### src/rtl/mc_control.sv
`default_nettype none
// ============================================================================
//  Module   : mc_control
//  Purpose  : Multi-cycle control sequencer for a MIPS datapath. Steps one
//             shared memory, the ALU and the register file through fetch,
//             decode, execute, memory and writeback phases. The memory side
//             uses a ready handshake, so memory latency can vary. A
//             retired-instruction counter and an illegal-opcode pulse are
//             provided for debug.
//
//  Build option:
//    MC_JUMP_EN  - when defined, opcode 000010 (J) is decoded and the JUMP
//                  state exists. When undefined, J is treated as illegal.
//
//  Parameters:
//    CNT_W        width of the retired-instruction counter
//
//  Ports:
//    clk          system clock, rising edge
//    rst_n        asynchronous active-low reset
//    opCode       instruction[31:26] from the instruction register
//    zero         ALU zero flag (the datapath qualifies pcWriteCond with it)
//    mem_ready    memory completes the current read/write this cycle
//    pcWrite      unconditional PC load
//    pcWriteCond  PC load if zero
//    iOrD         memory address select: 0 PC, 1 ALUOut
//    memRead      memory read request
//    memWrite     memory write request
//    irWrite      instruction register load
//    memToReg     writeback select: 0 ALUOut, 1 MDR
//    regWrite     register file write
//    regDist      destination select: 0 rt, 1 rd
//    ALUSrcA      0 PC, 1 rs
//    ALUSrcB      00 rt, 01 const 4, 10 signext imm, 11 signext imm<<2
//    aluOp        000 R-type (funct decides), 001 add, 010 subtract
//    pcSource     00 ALU result, 01 ALUOut, 10 jump target
//    state        current state encoding
//    illegal      one-cycle pulse in DECODE on an unsupported opcode
//    instr_count  retired instructions, wraps
//
//  Revision : 1.0  initial release
// ============================================================================
module mc_control #(
    parameter int CNT_W = 16
) (
    input  logic             clk,
    input  logic             rst_n,
    input  logic [5:0]       opCode,
    input  logic             zero,
    input  logic             mem_ready,
    output logic             pcWrite,
    output logic             pcWriteCond,
    output logic             iOrD,
    output logic             memRead,
    output logic             memWrite,
    output logic             irWrite,
    output logic             memToReg,
    output logic             regWrite,
    output logic             regDist,
    output logic             ALUSrcA,
    output logic [1:0]       ALUSrcB,
    output logic [2:0]       aluOp,
    output logic [1:0]       pcSource,
    output logic [3:0]       state,
    output logic             illegal,
    output logic [CNT_W-1:0] instr_count
);

    // ------------------------------------------------------------------
    // Opcodes
    // ------------------------------------------------------------------
    localparam logic [5:0] OP_R    = 6'b000000;
    localparam logic [5:0] OP_LW   = 6'b100011;
    localparam logic [5:0] OP_SW   = 6'b101011;
    localparam logic [5:0] OP_BEQ  = 6'b000100;
    localparam logic [5:0] OP_ADDI = 6'b001000;
`ifdef MC_JUMP_EN
    localparam logic [5:0] OP_J    = 6'b000010;
`endif

    // ------------------------------------------------------------------
    // State encoding. Without the jump option, code 11 is simply one more
    // unused encoding and recovers to FETCH like 12..15.
    // ------------------------------------------------------------------
    typedef enum logic [3:0] {
        FETCH  = 4'd0,
        DECODE = 4'd1,
        MEMADR = 4'd2,
        MEMRD  = 4'd3,
        MEMWB  = 4'd4,
        MEMWR  = 4'd5,
        EXEC   = 4'd6,
        RWB    = 4'd7,
        BRANCH = 4'd8,
        ADDIEX = 4'd9,
        ADDIWB = 4'd10
`ifdef MC_JUMP_EN
        ,
        JUMP   = 4'd11
`endif
    } state_t;

    // Moore control word, held in a register and loaded with the value
    // belonging to the state being entered.
    typedef struct packed {
        logic       pc_wr;
        logic       pc_wr_cond;
        logic       i_or_d;
        logic       mem_rd;
        logic       mem_wr;
        logic       mem_to_reg;
        logic       reg_wr;
        logic       reg_dst;
        logic       src_a;
        logic [1:0] src_b;
        logic [2:0] alu_op;
        logic [1:0] pc_src;
    } ctl_t;

    state_t     cur;
    state_t     nxt;
    ctl_t       ctl;
    logic       retire;
    logic       bad_op;
    logic       fetch_hs;

    // The zero flag is consumed by the datapath together with pcWriteCond;
    // the sequencer itself never branches on it.
    logic       unused_zero;
    assign unused_zero = zero;

    // ------------------------------------------------------------------
    // Moore output table; anything not listed for a state is 0.
    // ------------------------------------------------------------------
    function automatic ctl_t moore_out(input state_t s);
        ctl_t c;
        c = '0;
        case (s)
            FETCH: begin
                c.mem_rd = 1'b1;
                c.src_b  = 2'b01;
                c.alu_op = 3'b001;
            end
            DECODE: begin
                // Branch target computed speculatively into ALUOut.
                c.src_b  = 2'b11;
                c.alu_op = 3'b001;
            end
            MEMADR: begin
                c.src_a  = 1'b1;
                c.src_b  = 2'b10;
                c.alu_op = 3'b001;
            end
            MEMRD: begin
                c.mem_rd = 1'b1;
                c.i_or_d = 1'b1;
            end
            MEMWB: begin
                c.reg_wr     = 1'b1;
                c.mem_to_reg = 1'b1;
            end
            MEMWR: begin
                c.mem_wr = 1'b1;
                c.i_or_d = 1'b1;
            end
            EXEC: begin
                c.src_a  = 1'b1;
                c.alu_op = 3'b000;
            end
            RWB: begin
                c.reg_wr  = 1'b1;
                c.reg_dst = 1'b1;
            end
            BRANCH: begin
                c.src_a      = 1'b1;
                c.alu_op     = 3'b010;
                c.pc_wr_cond = 1'b1;
                c.pc_src     = 2'b01;
            end
            ADDIEX: begin
                c.src_a  = 1'b1;
                c.src_b  = 2'b10;
                c.alu_op = 3'b001;
            end
            ADDIWB: begin
                c.reg_wr = 1'b1;
            end
`ifdef MC_JUMP_EN
            JUMP: begin
                c.pc_wr  = 1'b1;
                c.pc_src = 2'b10;
            end
`endif
            default: begin
                c = '0;
            end
        endcase
        return c;
    endfunction

    // ------------------------------------------------------------------
    // Next-state, retire and illegal-opcode decode
    // ------------------------------------------------------------------
    always_comb begin
        nxt    = cur;
        retire = 1'b0;
        bad_op = 1'b0;
        case (cur)
            FETCH: begin
                if (mem_ready) begin
                    nxt = DECODE;
                end
            end
            DECODE: begin
                case (opCode)
                    OP_R:          nxt = EXEC;
                    OP_LW, OP_SW:  nxt = MEMADR;
                    OP_BEQ:        nxt = BRANCH;
                    OP_ADDI:       nxt = ADDIEX;
`ifdef MC_JUMP_EN
                    OP_J:          nxt = JUMP;
`endif
                    default: begin
                        bad_op = 1'b1;
                        nxt    = FETCH;
                    end
                endcase
            end
            MEMADR: begin
                // Only LW and SW reach this state; IR is stable meanwhile.
                nxt = (opCode == OP_SW) ? MEMWR : MEMRD;
            end
            MEMRD: begin
                if (mem_ready) begin
                    nxt = MEMWB;
                end
            end
            MEMWB: begin
                nxt    = FETCH;
                retire = 1'b1;
            end
            MEMWR: begin
                if (mem_ready) begin
                    nxt    = FETCH;
                    retire = 1'b1;
                end
            end
            EXEC: begin
                nxt = RWB;
            end
            RWB: begin
                nxt    = FETCH;
                retire = 1'b1;
            end
            BRANCH: begin
                nxt    = FETCH;
                retire = 1'b1;
            end
            ADDIEX: begin
                nxt = ADDIWB;
            end
            ADDIWB: begin
                nxt    = FETCH;
                retire = 1'b1;
            end
`ifdef MC_JUMP_EN
            JUMP: begin
                nxt    = FETCH;
                retire = 1'b1;
            end
`endif
            default: begin
                // Unused encodings recover without counting an instruction.
                nxt = FETCH;
            end
        endcase
    end

    // ------------------------------------------------------------------
    // State, registered control word and retired-instruction counter
    // ------------------------------------------------------------------
    always_ff @(posedge clk or negedge rst_n) begin
        if (!rst_n) begin
            cur         <= FETCH;
            ctl         <= moore_out(FETCH);
            instr_count <= '0;
        end else begin
            cur <= nxt;
            ctl <= moore_out(nxt);
            if (retire) begin
                instr_count <= instr_count + 1'b1;
            end
        end
    end

    // ------------------------------------------------------------------
    // Outputs. Write/request strobes are qualified with rst_n so that an
    // asserted reset silences the memory and register file in the same
    // cycle, even though the control word holds the FETCH values (which
    // include a read request) while in reset.
    // ------------------------------------------------------------------
    assign fetch_hs    = (cur == FETCH) && mem_ready && rst_n;

    assign irWrite     = fetch_hs;
    assign pcWrite     = (ctl.pc_wr && rst_n) || fetch_hs;
    assign pcWriteCond = ctl.pc_wr_cond && rst_n;
    assign memRead     = ctl.mem_rd && rst_n;
    assign memWrite    = ctl.mem_wr && rst_n;
    assign regWrite    = ctl.reg_wr && rst_n;

    assign iOrD        = ctl.i_or_d;
    assign memToReg    = ctl.mem_to_reg;
    assign regDist     = ctl.reg_dst;
    assign ALUSrcA     = ctl.src_a;
    assign ALUSrcB     = ctl.src_b;
    assign aluOp       = ctl.alu_op;
    assign pcSource    = ctl.pc_src;

    assign state       = cur;
    assign illegal     = bad_op && rst_n;

endmodule
`default_nettype wire

### config.mk
export PLATFORM = sky130hd
export DESIGN_NAME = mc_control
export DESIGN_NICKNAME = d
export VERILOG_FILES = /design/src/rtl/mc_control.sv
export SDC_FILE = /design/constraint.sdc
export NUM_CORES = 1
export LEC_CHECK = 0
export BUFFER_PORTS_ARGS = -buffer_cell sky130_fd_sc_hd__buf_2
export CORE_MARGIN = 3
export CORE_UTILIZATION = 40
export CTS_CLUSTER_SIZE = 10
export DETAILED_ROUTE_END_ITERATION = 16
export GPL_ROUTABILITY_DRIVEN = 0
export SLEW_MARGIN = 30
export SYNTH_ARGS = -nofsm -noshare
export SYNTH_HDL_FRONTEND = slang
export SYNTH_SLANG_ARGS = --single-unit
export TNS_END_PERCENT = 100
### constraint.sdc
create_clock -name clk -period 4 [get_ports clk]
set_input_delay 0.2 -clock clk [delete_from_list [all_inputs] [get_ports clk]]
set_output_delay 0.2 -clock clk [all_outputs]
set_load 0.05 [all_outputs]
-- Word level (Yosys, flattened, before mapping)
Index checks and enable logic that the tools add are counted.
- bits in registers: 35
- input port bits: 10
- add/sub/neg operators: 1
- equal/unequal tests: 24
- mux-type cells: 21
- reduce and logical (&&, ||, !) cells: 19
- operators with widths (cell ; count):
    4-bit by 3-bit == test with 1-bit output, second input constant ; 8
    4-bit case mux with 7 select lines ; 1
    4-bit == test, second input constant ; 6
    16-bit by 1-bit adder with 16-bit output, second input constant ; 1
    4-bit by 2-bit == test with 1-bit output, second input constant ; 4
    4-bit case mux with 4 select lines ; 1
    6-bit == test, second input constant ; 2
    1-bit 2-to-1 mux ; 12
    4-bit 2-to-1 mux ; 3
    4-bit OR reduction ; 3
    4-bit by 1-bit == test with 1-bit output, second input constant ; 2
    4-bit logical NOT ; 2
    2-bit OR reduction ; 4
    1-bit logical AND ; 7
    6-bit by 3-bit == test with 1-bit output, second input constant ; 1
    6-bit by 4-bit == test with 1-bit output, second input constant ; 1
    6-bit logical NOT ; 1
    2-bit case mux with 3 select lines ; 1
    5-bit OR reduction ; 1
    2-bit case mux with 2 select lines ; 1
    3-bit 2-to-1 mux ; 1
    3-bit OR reduction ; 1
    1-bit case mux with 2 select lines ; 1

-- Longest topological paths before layout
Gate-level depths: netlist of the first run.
- depth after elaboration: 7
- gate-level depth with buffers: 7

-- Worst setup path after synthesis of the first run
No wires, ideal clock.
- path type: reg-to-reg
- start point: reg cur[3] (netlist: state[3])
- end point: reg instr_count[6]
- setup time: 141 ps
- arrival: 1997 ps
- path slack: 1862 ps
- stages on the path, launching flop included: 7
- buffers on the path: 1
- cells stage by stage: dfrtp_1 buf_2 or3b_1 o41ai_4 and3_1 nand4_1 xnor2_1
- cells in the longest elaborated chain, start to end: 3
- elaborated cells between the ends (all ways): 7
- classes of those cells: eq/ne (5); mux (1); reduce/logical (1)
- RTL lines (element ; RTL line ; source):
    start, declared ; 120 ; state_t cur;
    start signal, assigned ; 288 ; cur <= nxt;
    4-bit == test or 4-bit by 3-bit == test with 1-bit output (tied branches) ; 208 ; case (cur)
    4-bit OR reduction (no line) ; - ;
    1-bit case mux with 2 select lines (*) ; 208 ;
    end signal, assigned ; 291 ; instr_count <= instr_count + 1'b1;
    end, declared ; 66 ; output logic [CNT_W-1:0] instr_count
Every way passes the cells marked *; elsewhere a longest branch is shown, timed or not.
A chain may end at the register's enable or synchronous reset.

-- Final worst setup path of the first run
- start point: reg cur[3] (netlist: state[3])
- end point: reg ctl, in the netlist ALUSrcB[1]
- cells in the longest elaborated chain, start to end: 5
- elaborated cells between the ends (all ways): 17
- classes of those cells: eq/ne (9); mux (5); reduce/logical (3)
- RTL lines (element ; RTL line ; source):
    4-bit == test (tied with other cells) ; 208 ;
    4-bit case mux with 7 select lines (*) ; 208 ;
    4-bit == test or 4-bit by 2-bit == test with 1-bit output (tied branches) ; 138 ; case (s)
    2-bit OR reduction (no line) ; - ;
    2-bit case mux with 3 select lines (*) ; 138 ;
    end signal, assigned ; 285 ; ctl <= moore_out(FETCH);
    end signal, assigned ; 289 ; ctl <= moore_out(nxt);
    end, declared ; 122 ; ctl_t ctl;
Marks and branches as above.

==> flow_summary.json, run 1 <==
{
  "whs_ps": -19.6,
  "post_cts_buffers": 0,
  "irDropWorstVdd_mv": 0.426,
  "antenna_found_initial": 0,
  "drv_slew": 0,
  "cts-htree-levels": 2,
  "synth_seq_cells": 31,
  "netSwitchingPower_mw": 0.542,
  "drt-total-wl_um": 3500,
  "cp_max_fo": 13,
  "p_seq_share_pct": 35.0,
  "worstSetupPathType": "flop to flop",
  "end_kind": "flop",
  "status": "finished with violations",
  "seq_area_frac_synth_pct": 45.6,
  "synth_top_area_share_pct": 41.0,
  "tritoncts": "done",
  "synth_top_cells_by_count": "dfrtp_1, nand2_1, nor2_1",
  "cts_root_buffer": "clkbuf_8",
  "start_util_pct": 42.1,
  "maxSlewHeadroom_pct": 50.0,
  "cts_resized": 0,
  "ys.flop_type": "dfrtp_1",
  "hold_viol": 28,
  "finish.utilization_pct": 50.1,
  "die_area_um2": 5090,
  "worstPathArrival_ps": 2330,
  "setup_tns_ps": 0,
  "startpoint_type": "flop",
  "setup_ws_ps": 1840,
  "synth_most_common_cell": "dfrtp_1",
  "synth.avg_cell_area_um2": 11.2,
  "drive_gt1_share_pct": 36.6,
  "comb_power_share_pct": 39.9,
  "placementRows": 23,
  "cts_buffers": 5,
  "dp_hpwl_um": 2510,
  "grt_pass1_vias": 1244,
  "nFillCells": 383,
  "clock_power_share_pct": 25.1,
  "post-route-drc-count": 0,
  "synthArstFlopShare_pct": 100,
  "fin_crit_ps": 2160,
  "min_path_type": "primary input to asynchronous set/reset pin",
  "finClkSkew_ps": 4.98,
  "grt_usage_pct": 14.9,
  "synth_top_area_cell": "dfrtp_1",
  "vias_per_cell": 5.16,
  "intPower_mw": 0.736,
  "area_growth_pct": 19.0,
  "setup_viol": 0,
  "clock_latency_ps": 280,
  "power.density_nw_per_um2": 629,
  "die_h_um": 71.3,
  "grt_max_degree": 38,
  "synth_edf_count": 0,
  "syn_inst": 153,
  "p_leak_nw": 0.994,
  "violations": "negative hold slack",
  "via_count": 1259,
  "cts_num_sinks": 31,
  "boundaryPins": 48,
  "gr-total-overflow": 0,
  "netSwitchingFraction_pct": 42.4,
  "wl_per_cell_um": 14.3,
  "cts_buffer_depth": 2,
  "fin_crit_sh_pct": 54.0,
  "grt_pass1_wl_um": 5950,
  "maxCapViolCount": 0,
  "finalInstanceArea_um2": 2030,
  "placed_area_um2": 1910,
  "path_clk_slew_ps": 70,
  "required_ps": 4170,
  "hold_buffers": 0,
  "synth_area_leaders": "dfrtp_1, dfstp_2, xnor2_1, xor2_1, buf_4",
  "first_iter_violations": 68,
  "pre_cts_ws_ps": 1870,
  "die_x_um": 71.3,
  "diodes": 0,
  "synth_warnings": 0,
  "rsz0062_at_grt": "no",
  "syn-cell-area_um2": 1710,
  "synthDistinctLibCells": 49,
  "dr.pass1.iters": 4,
  "io_buffers": 44,
  "fmax_mhz": 463,
  "fp.coreArea_um2": 4060,
  "fin_nets": 204,
  "ant_nets": 0,
  "max_slew.worst_pin.slew_ps": 750
}
[routing by layer]
metal  up-vias  routed length (µm)  share of wire (%)  GRT usage, %
li1        615                   -                  -             -
met1       602                1570                 45          19.6
met2        35                1680                 48          23.7
met3         7                 187                5.3          3.51
met4         0                  59                1.7          6.26
met5         -                   0                  0             0
[power by group through the flow]
stage	registers (mW)	clock network, mW	logic, mW
after floorplan	0.530	0	0.351
after global placement	0.448	0	0.507
after detailed placement	0.452	0	0.513
after CTS	0.448	0.333	0.515
after global routing	0.459	0.343	0.545
final	0.447	0.321	0.511
[layout by cell type, fill, tap and decap left out, types with 2 or more instances in the layout]
master	netlist	final
a211oi_1	2	2
a21oi_1	3	3
and2_1	4	4
and3_1	3	3
and4b_1	3	3
buf_2	4	44
clkbuf_8	0	6
conb_1	1	2
dfrtp_1	28	28
dfstp_2	3	3
inv_1	6	6
nand2_1	10	10
nand2b_1	2	2
nand3_1	6	6
nand4_1	3	3
nand4bb_1	2	2
nor2_1	10	10
nor3_1	2	2
nor3_2	5	5
nor3b_1	2	2
nor4b_1	2	2
o21a_1	2	2
o21ai_0	2	2
xnor2_1	8	8
xor2_1	8	8
[final timing paths]
kind                                 start         endpoint  slack (ps)  cells after the start
max                               state[3]       ALUSrcB[1]        1840                      5
min                                  rst_n         state[1]         -20                      1
max reg2reg                       state[3]       ALUSrcB[1]        1840                      5
min reg2reg                instr_count[15]  instr_count[15]         490                      1
max in group asynchronous            rst_n   instr_count[7]        3540                      1
min in group clk                 mem_ready         memToReg         220                      3
[state kept, by name, indices dropped and copies added, names as in the netlist, 2 cells and up]
register     count
ALUSrcB          2
state            4
aluOp            2
instr_count     16
ctl              3
[area by class of cell]
| type | count | area, µm² | area share, % |
|---|---|---|---|
| Clock buffer | 6 | 82.6 | 4.06 |
| Clock inverter | 2 | 35.0 | 1.72 |
| Inverter | 6 | 22.5 | 1.11 |
| Multi-Input combinational cell | 105 | 830 | 40.8 |
| Sequential cell | 31 | 779 | 38.4 |
| Tap cell | 50 | 62.6 | 3.08 |
| Timing Repair Buffer | 44 | 220 | 10.8 |
[cells by family after synthesis]
family | count (synthesis) | synth area share, %
muxes | 1 | 0.659
other | 1 | 0.220
adders and majority gates | 1 | 0.732
xor gates and xnor gates | 16 | 8.21
AOI/OAI and AO/OA | 18 | 11.9
DFF | 31 | 45.6
and+or+nand+nor | 67 | 26.7
buffers and inverters | 18 | 6.01
[metrics by stage]
step / power (mW) / instances
floorplan: 0.882 / 154
global placement: 0.955 / 236
detailed placement: 0.965 / 236
CTS: 1.30 / 244
global route: 1.35 / 244
finish: 1.28 / 244
[worst max-delay path, stage by stage, from the launching register on]
cell and delay [ps]:
dfrtp_1 570, or4b_4 650, a2111oi_4 400, nor3_2 110, and2_4 160, o21a_1 160
Power figures use the tool's default switching activity.
==> run 2, diff against run 1 <==
clock period = 2.15 ns   (was 4 ns; I/O delays follow)
==> run 2 against run 1 <==
Compared with the run above:
- hold slack improved by 150 ps
- the flow now finishes without violations
- critical path type unchanged
- largest power group unchanged
- maximum frequency is 9.7% higher
- cell area up 1.8%
==> flow_summary.json, run 2 (synthesis gave the netlist of run 1 again) <==
{
  "gr-total-overflow": 0,
  "path_clk_slew_ps": 70,
  "cts-htree-levels": 2,
  "maxSlewHeadroom_pct": 62.4,
  "cts_buffers": 5,
  "drv_slew": 0,
  "dp_cells": 243,
  "startpoint_type": "flop",
  "crit_buf_inv": 0,
  "multi_input_area_um2": 830,
  "finalPower_mw": 2.30,
  "first_iter_violations": 46,
  "post-route-drc-count": 0,
  "drt-total-wl_um": 3550,
  "r2r_start": "state[0]",
  "diodes": 0,
  "critPathMaxStageDelay_ps": 550,
  "setup_viol": 0,
  "io_buffers": 44,
  "required_ps": 2310,
  "p_leak_nw": 1.02,
  "fp.coreArea_um2": 4060,
  "hold_path_depth": 3,
  "end_kind": "flop",
  "die_h_um": 71.3,
  "area_growth_pct": 21.1,
  "tritoncts": "done",
  "register_area_um2": 779,
  "die_x_um": 71.3,
  "status": "finished, final reports clean",
  "maxCapViolCount": 0,
  "final_common_cell": "buf_2",
  "hold_viol": 0,
  "die_area_um2": 5090,
  "fmax_mhz": 507,
  "whs_ps": 130,
  "rsz0062_at_grt": "no",
  "reg2reg_depth": 5,
  "grt_max_degree": 22,
  "via_count": 1287,
  "grt_usage_pct": 15.2,
  "cp_max_fo": 9,
  "fin_crit_sh_pct": 91.7,
  "boundaryPins": 48,
  "worstPathArrival_ps": 2140,
  "critical-path-top-delay-family": "simple AND/OR/NAND/NOR gates",
  "ant_nets": 0,
  "placed_area_um2": 1970,
  "clock_latency_ps": 280,
  "vias_per_cell": 5.11,
  "grt_pass1_wl_um": 5980,
  "finalInstanceArea_um2": 2070,
  "worstSetupPathType": "flop to flop",
  "nFillCells": 380,
  "largest_reg_flops": 16,
  "fin_crit_ps": 1970,
  "cts_root_buffer": "clkbuf_8",
  "start_util_pct": 42.1,
  "dr.pass1.iters": 4,
  "antenna_found_initial": 0,
  "cts_num_sinks": 31,
  "fin_nets": 212,
  "irDropWorstVdd_mv": 0.606,
  "finClkSkew_ps": 5.36,
  "hold_start": "mem_ready",
  "slowest_stage": "or4b_4",
  "crit_chain": "or4b_4, or4b_1, o221a_4, nand2b_4, o22ai_2",
  "layout_common_cells": "buf_2, dfrtp_1, nand2_1, nor2_1",
  "drive_gt1_share_pct": 38.1,
  "post_cts_buffers": 0,
  "r2r-end": "iOrD",
  "power.density_nw_per_um2": 1110,
  "r2r_slack_ps": 180,
  "largest_register": "instr_count",
  "min_path_type": "primary input to flop",
  "holdPathEnd": "memToReg",
  "grt_pass1_vias": 1264,
  "placementRows": 23,
  "cts_buffer_depth": 2,
  "wl_per_cell_um": 14.1,
  "max_slew.worst_pin.slew_ps": 556,
  "setup_tns_ps": 0,
  "final_cells": 252,
  "dp_hpwl_um": 2740
}
==> run 2: changes by cell type in the layout (fill, tap and decap cells not counted), sizes merged <==
cell,delta
dlygate4sd3,+1
bufinv,-1
clkbuf,+1
buf,+7
==> run 2: how the worst max path moves through the flow <==
stage	from	to	slack [ps]	cells after the start
floorplan	state[3]	instr_count[6]	10	6
global placement	state[0]	ALUSrcB[1]	230	5
detailed placement	state[0]	iOrD	190	5
CTS	state[0]	iOrD	170	5
global route	state[0]	irWrite	80	4
finish	state[0]	iOrD	180	5
==> run 2: area by class of cell <==
cell class,instances,share of cell area [%]
clock buffers,7,4.17
flip-flops and latches,31,37.7
multi-input cells,105,40.1
well taps,50,3.02
clock inverters,1,0.242
inverters,6,1.09
repair buffers,52,13.7
==> run 2: worst reg2reg max path, cell delays in order, from the launching register on <==
cell and delay [ps]:
dfrtp_1 470, or4b_4 550, or4b_1 510, o221a_4 170, nand2b_4 90, o22ai_2 60
==> run 2: per-stage QoR <==
| step | worst slack [ps] | util (%) |
|---|---|---|
| 2_1_floorplan | 12.1 | - |
| 3_5_place_dp | 194 | 48.5 |
| 4_1_cts | 171 | 51.0 |
| 6_report | 179 | 51.0 |
| 3_3_place_gp | 230 | 48.5 |
| 5_1_grt | 75.5 | 51.0 |
==> run 2: timing repair <==
action,in CTS,in global routing
gates resized for setup,0,0
endpoints found under the hold margin,9,0
hold buffers,1,0
==> run 2: where the power goes <==
group	total (mW)	switching (mW)	internal, mW
Clock	0.475	0.217	0.258
Combinational	1.04	0.708	0.331
Sequential	0.782	0.0837	0.698
==> run 2: routing by layer <==
layer	vias to the layer above	GRT usage [%]	part of all wire, %
li1	631	-	-
met1	613	19.6	45
met2	35	24.0	47
met3	8	4.21	5.7
met4	0	6.26	2.1
met5	-	0	0
==> run 3, diff against run 2 <==
--- a/config.mk
+++ b/config.mk
@@ -8,8 +8,9 @@
 export BUFFER_PORTS_ARGS = -buffer_cell sky130_fd_sc_hd__buf_2
 export CORE_MARGIN = 3
-export CORE_UTILIZATION = 40
+export CORE_UTILIZATION = 50
 export CTS_CLUSTER_SIZE = 10
 export DETAILED_ROUTE_END_ITERATION = 16
 export GPL_ROUTABILITY_DRIVEN = 0
+export PLACE_DENSITY = 0.81
 export SLEW_MARGIN = 30
 export SYNTH_ARGS = -nofsm -noshare
==> constraint.sdc (replaced) <==
create_clock -name clk -period 2.15 [get_ports clk]
set_input_delay 0.43 -clock clk [delete_from_list [all_inputs] [get_ports clk]]
set_output_delay 0.43 -clock clk [all_outputs]
set_load 0.05 [all_outputs]
==> run 3 against run 2 <==
Compared with the run above:
- register-to-register slack about the same
- sequential share of layout area is 0.060 points higher
- cell count decreased by 2.0%
- global-route usage up 4.1 points
- critical endpoint is now irWrite
- hold slack gained 11 ps
- highest routed layer unchanged
- via count is 1.9% higher
- die area fell by 18%
- routed wire length increased by 0.42%
- combinational power rose by 5%
==> flow_summary.json, run 3 (synthesis gave the netlist of run 1 again) <==
{
  "wl_per_cell_um": 14.4,
  "fmax_mhz": 487,
  "reg2reg_depth": 6,
  "finish.utilization_pct": 65.6,
  "p_leak_nw": 1.02,
  "largest_register": "instr_count",
  "cts_buffers": 5,
  "clock_power_share_pct": 15.6,
  "fp.coreArea_um2": 3150,
  "r2r_start": "state[3]",
  "whs_ps": 141,
  "status": "finished, final reports clean",
  "drive_gt1_share_pct": 40.4,
  "gr-total-overflow": 0,
  "setup_viol": 0,
  "grt_pass1_vias": 1352,
  "power.density_nw_per_um2": 1070,
  "drv_slew": 0,
  "final_common_cell": "buf_2",
  "startpoint_type": "flop",
  "r2r_slack_ps": 170,
  "min_path_type": "primary input to asynchronous set/reset pin",
  "hold_viol": 0,
  "io_buffers": 44,
  "intPower_mw": 1.21,
  "nFillCells": 262,
  "grt_pass1_wl_um": 6190,
  "cts-htree-levels": 2,
  "post-route-drc-count": 0,
  "cts_root_buffer": "clkbuf_4",
  "fin_crit_sh_pct": 95.6,
  "drt-total-wl_um": 3570,
  "netSwitchingFraction_pct": 45.4,
  "finClkSkew_ps": 10.9,
  "dr.pass1.iters": 4,
  "layout_common_cells": "buf_2, dfrtp_1, nand2_1, nor2_1, buf_4",
  "vias_per_cell": 5.31,
  "cts_num_sinks": 31,
  "maxCapViolCount": 0,
  "worstPathArrival_ps": 1620,
  "multi_input_area_um2": 852,
  "clock_latency_ps": 330,
  "crit_chain": "buf_4, nor3b_4, and3_4, clkbuf_4",
  "r2r-end": "ALUSrcB[1]",
  "p_seq_share_pct": 35.2,
  "fin_nets": 213,
  "via_count": 1311,
  "antenna_found_initial": 0,
  "largest_reg_flops": 16,
  "netSwitchingPower_mw": 1.01,
  "crit_buf_inv": 2,
  "diodes": 0,
  "boundaryPins": 48,
  "critPathMaxStageDelay_ps": 450,
  "irDropWorstVdd_mv": 0.654,
  "cp_max_fo": 11,
  "comb_power_share_pct": 49.1,
  "dp_hpwl_um": 2720,
  "worstSetupPathType": "flop to output pin",
  "end_kind": "output pin",
  "placementRows": 20,
  "tritoncts": "done",
  "path_clk_slew_ps": 100,
  "fin_crit_ps": 2050,
  "grt_usage_pct": 19.3,
  "die_x_um": 64.4,
  "required_ps": 1720,
  "area_growth_pct": 21.1,
  "grt_max_degree": 25,
  "first_iter_violations": 37,
  "start_util_pct": 54.2,
  "register_area_um2": 781,
  "die_h_um": 64.4,
  "die_area_um2": 4150,
  "slowest_stage": "dfrtp_2",
  "critical-path-top-delay-family": "flip-flops",
  "cts_buffer_depth": 2,
  "ant_nets": 0
}
run 3: how the worst max path moves through the flow:
stage                    from        endpoint  depth (start not counted)
global placement    opCode[1]      ALUSrcB[1]                          6
global route         state[2]         illegal                          4
floorplan            state[3]  instr_count[6]                          6
detailed placement  opCode[1]      ALUSrcB[1]                          6
finish               state[0]         irWrite                          4
CTS                  state[0]         irWrite                          4
run 3: through the flow:
stage / setup slack, ps / setup TNS [ps] / instance area [µm²] / power [mW] / instances
floorplan: 12.1 / 0 / 1720 / 1.65 / 154
global placement: 69.5 / 0 / 1960 / 1.81 / 236
detailed placement: 63.4 / 0 / 1960 / 1.85 / 236
CTS: 7.35 / 0 / 2030 / 2.21 / 245
global route: -6.83 / -6.83 / 2070 / 2.33 / 247
finish: 95.2 / 0 / 2070 / 2.22 / 247
run 3: final cells by class:
type                            count  share of cell area [%]
Clock buffer                        7                    2.66
Sequential cell                    31                    37.7
Clock inverter                      1                   0.242
Multi-Input combinational cell    105                    41.2
Tap cell                           44                    2.66
Inverter                            6                    1.09
Timing Repair Buffer               53                    14.4
run 3: worst reg2reg max path: stages (launching register included):
cell     delay (ps)
dfrtp_1         390
buf_4           200
or4b_2          670
a21oi_1         200
nor3_2          100
and2_4          160
o21a_1          160
run 3: layer usage:
layer	global-route usage [%]	vias to the layer above	share of wire [%]
met5	0	-	0
met4	10.0	0	2.7
met3	3.12	9	3.5
met2	32.9	36	51
met1	23.4	631	43
li1	-	635	-
run 3: what timing repair did:
item,CTS,global route
hold buffers,1,0
pin swaps,0,1
endpoints found under the setup margin,3,7
hold endpoints to repair,6,0
gates resized for setup,2,5
buffers inserted,0,2
run 3: power by group through the flow:
| stage | Sequential [mW] | Combinational, mW | Clock (mW) |
|---|---|---|---|
| 2_1_floorplan | 0.986 | 0.659 | 0 |
| 6_report | 0.782 | 1.09 | 0.347 |
| 5_1_grt | 0.799 | 1.16 | 0.372 |
| 3_5_place_dp | 0.792 | 1.05 | 0 |
| 3_3_place_gp | 0.783 | 1.02 | 0 |
| 4_1_cts | 0.781 | 1.07 | 0.358 |
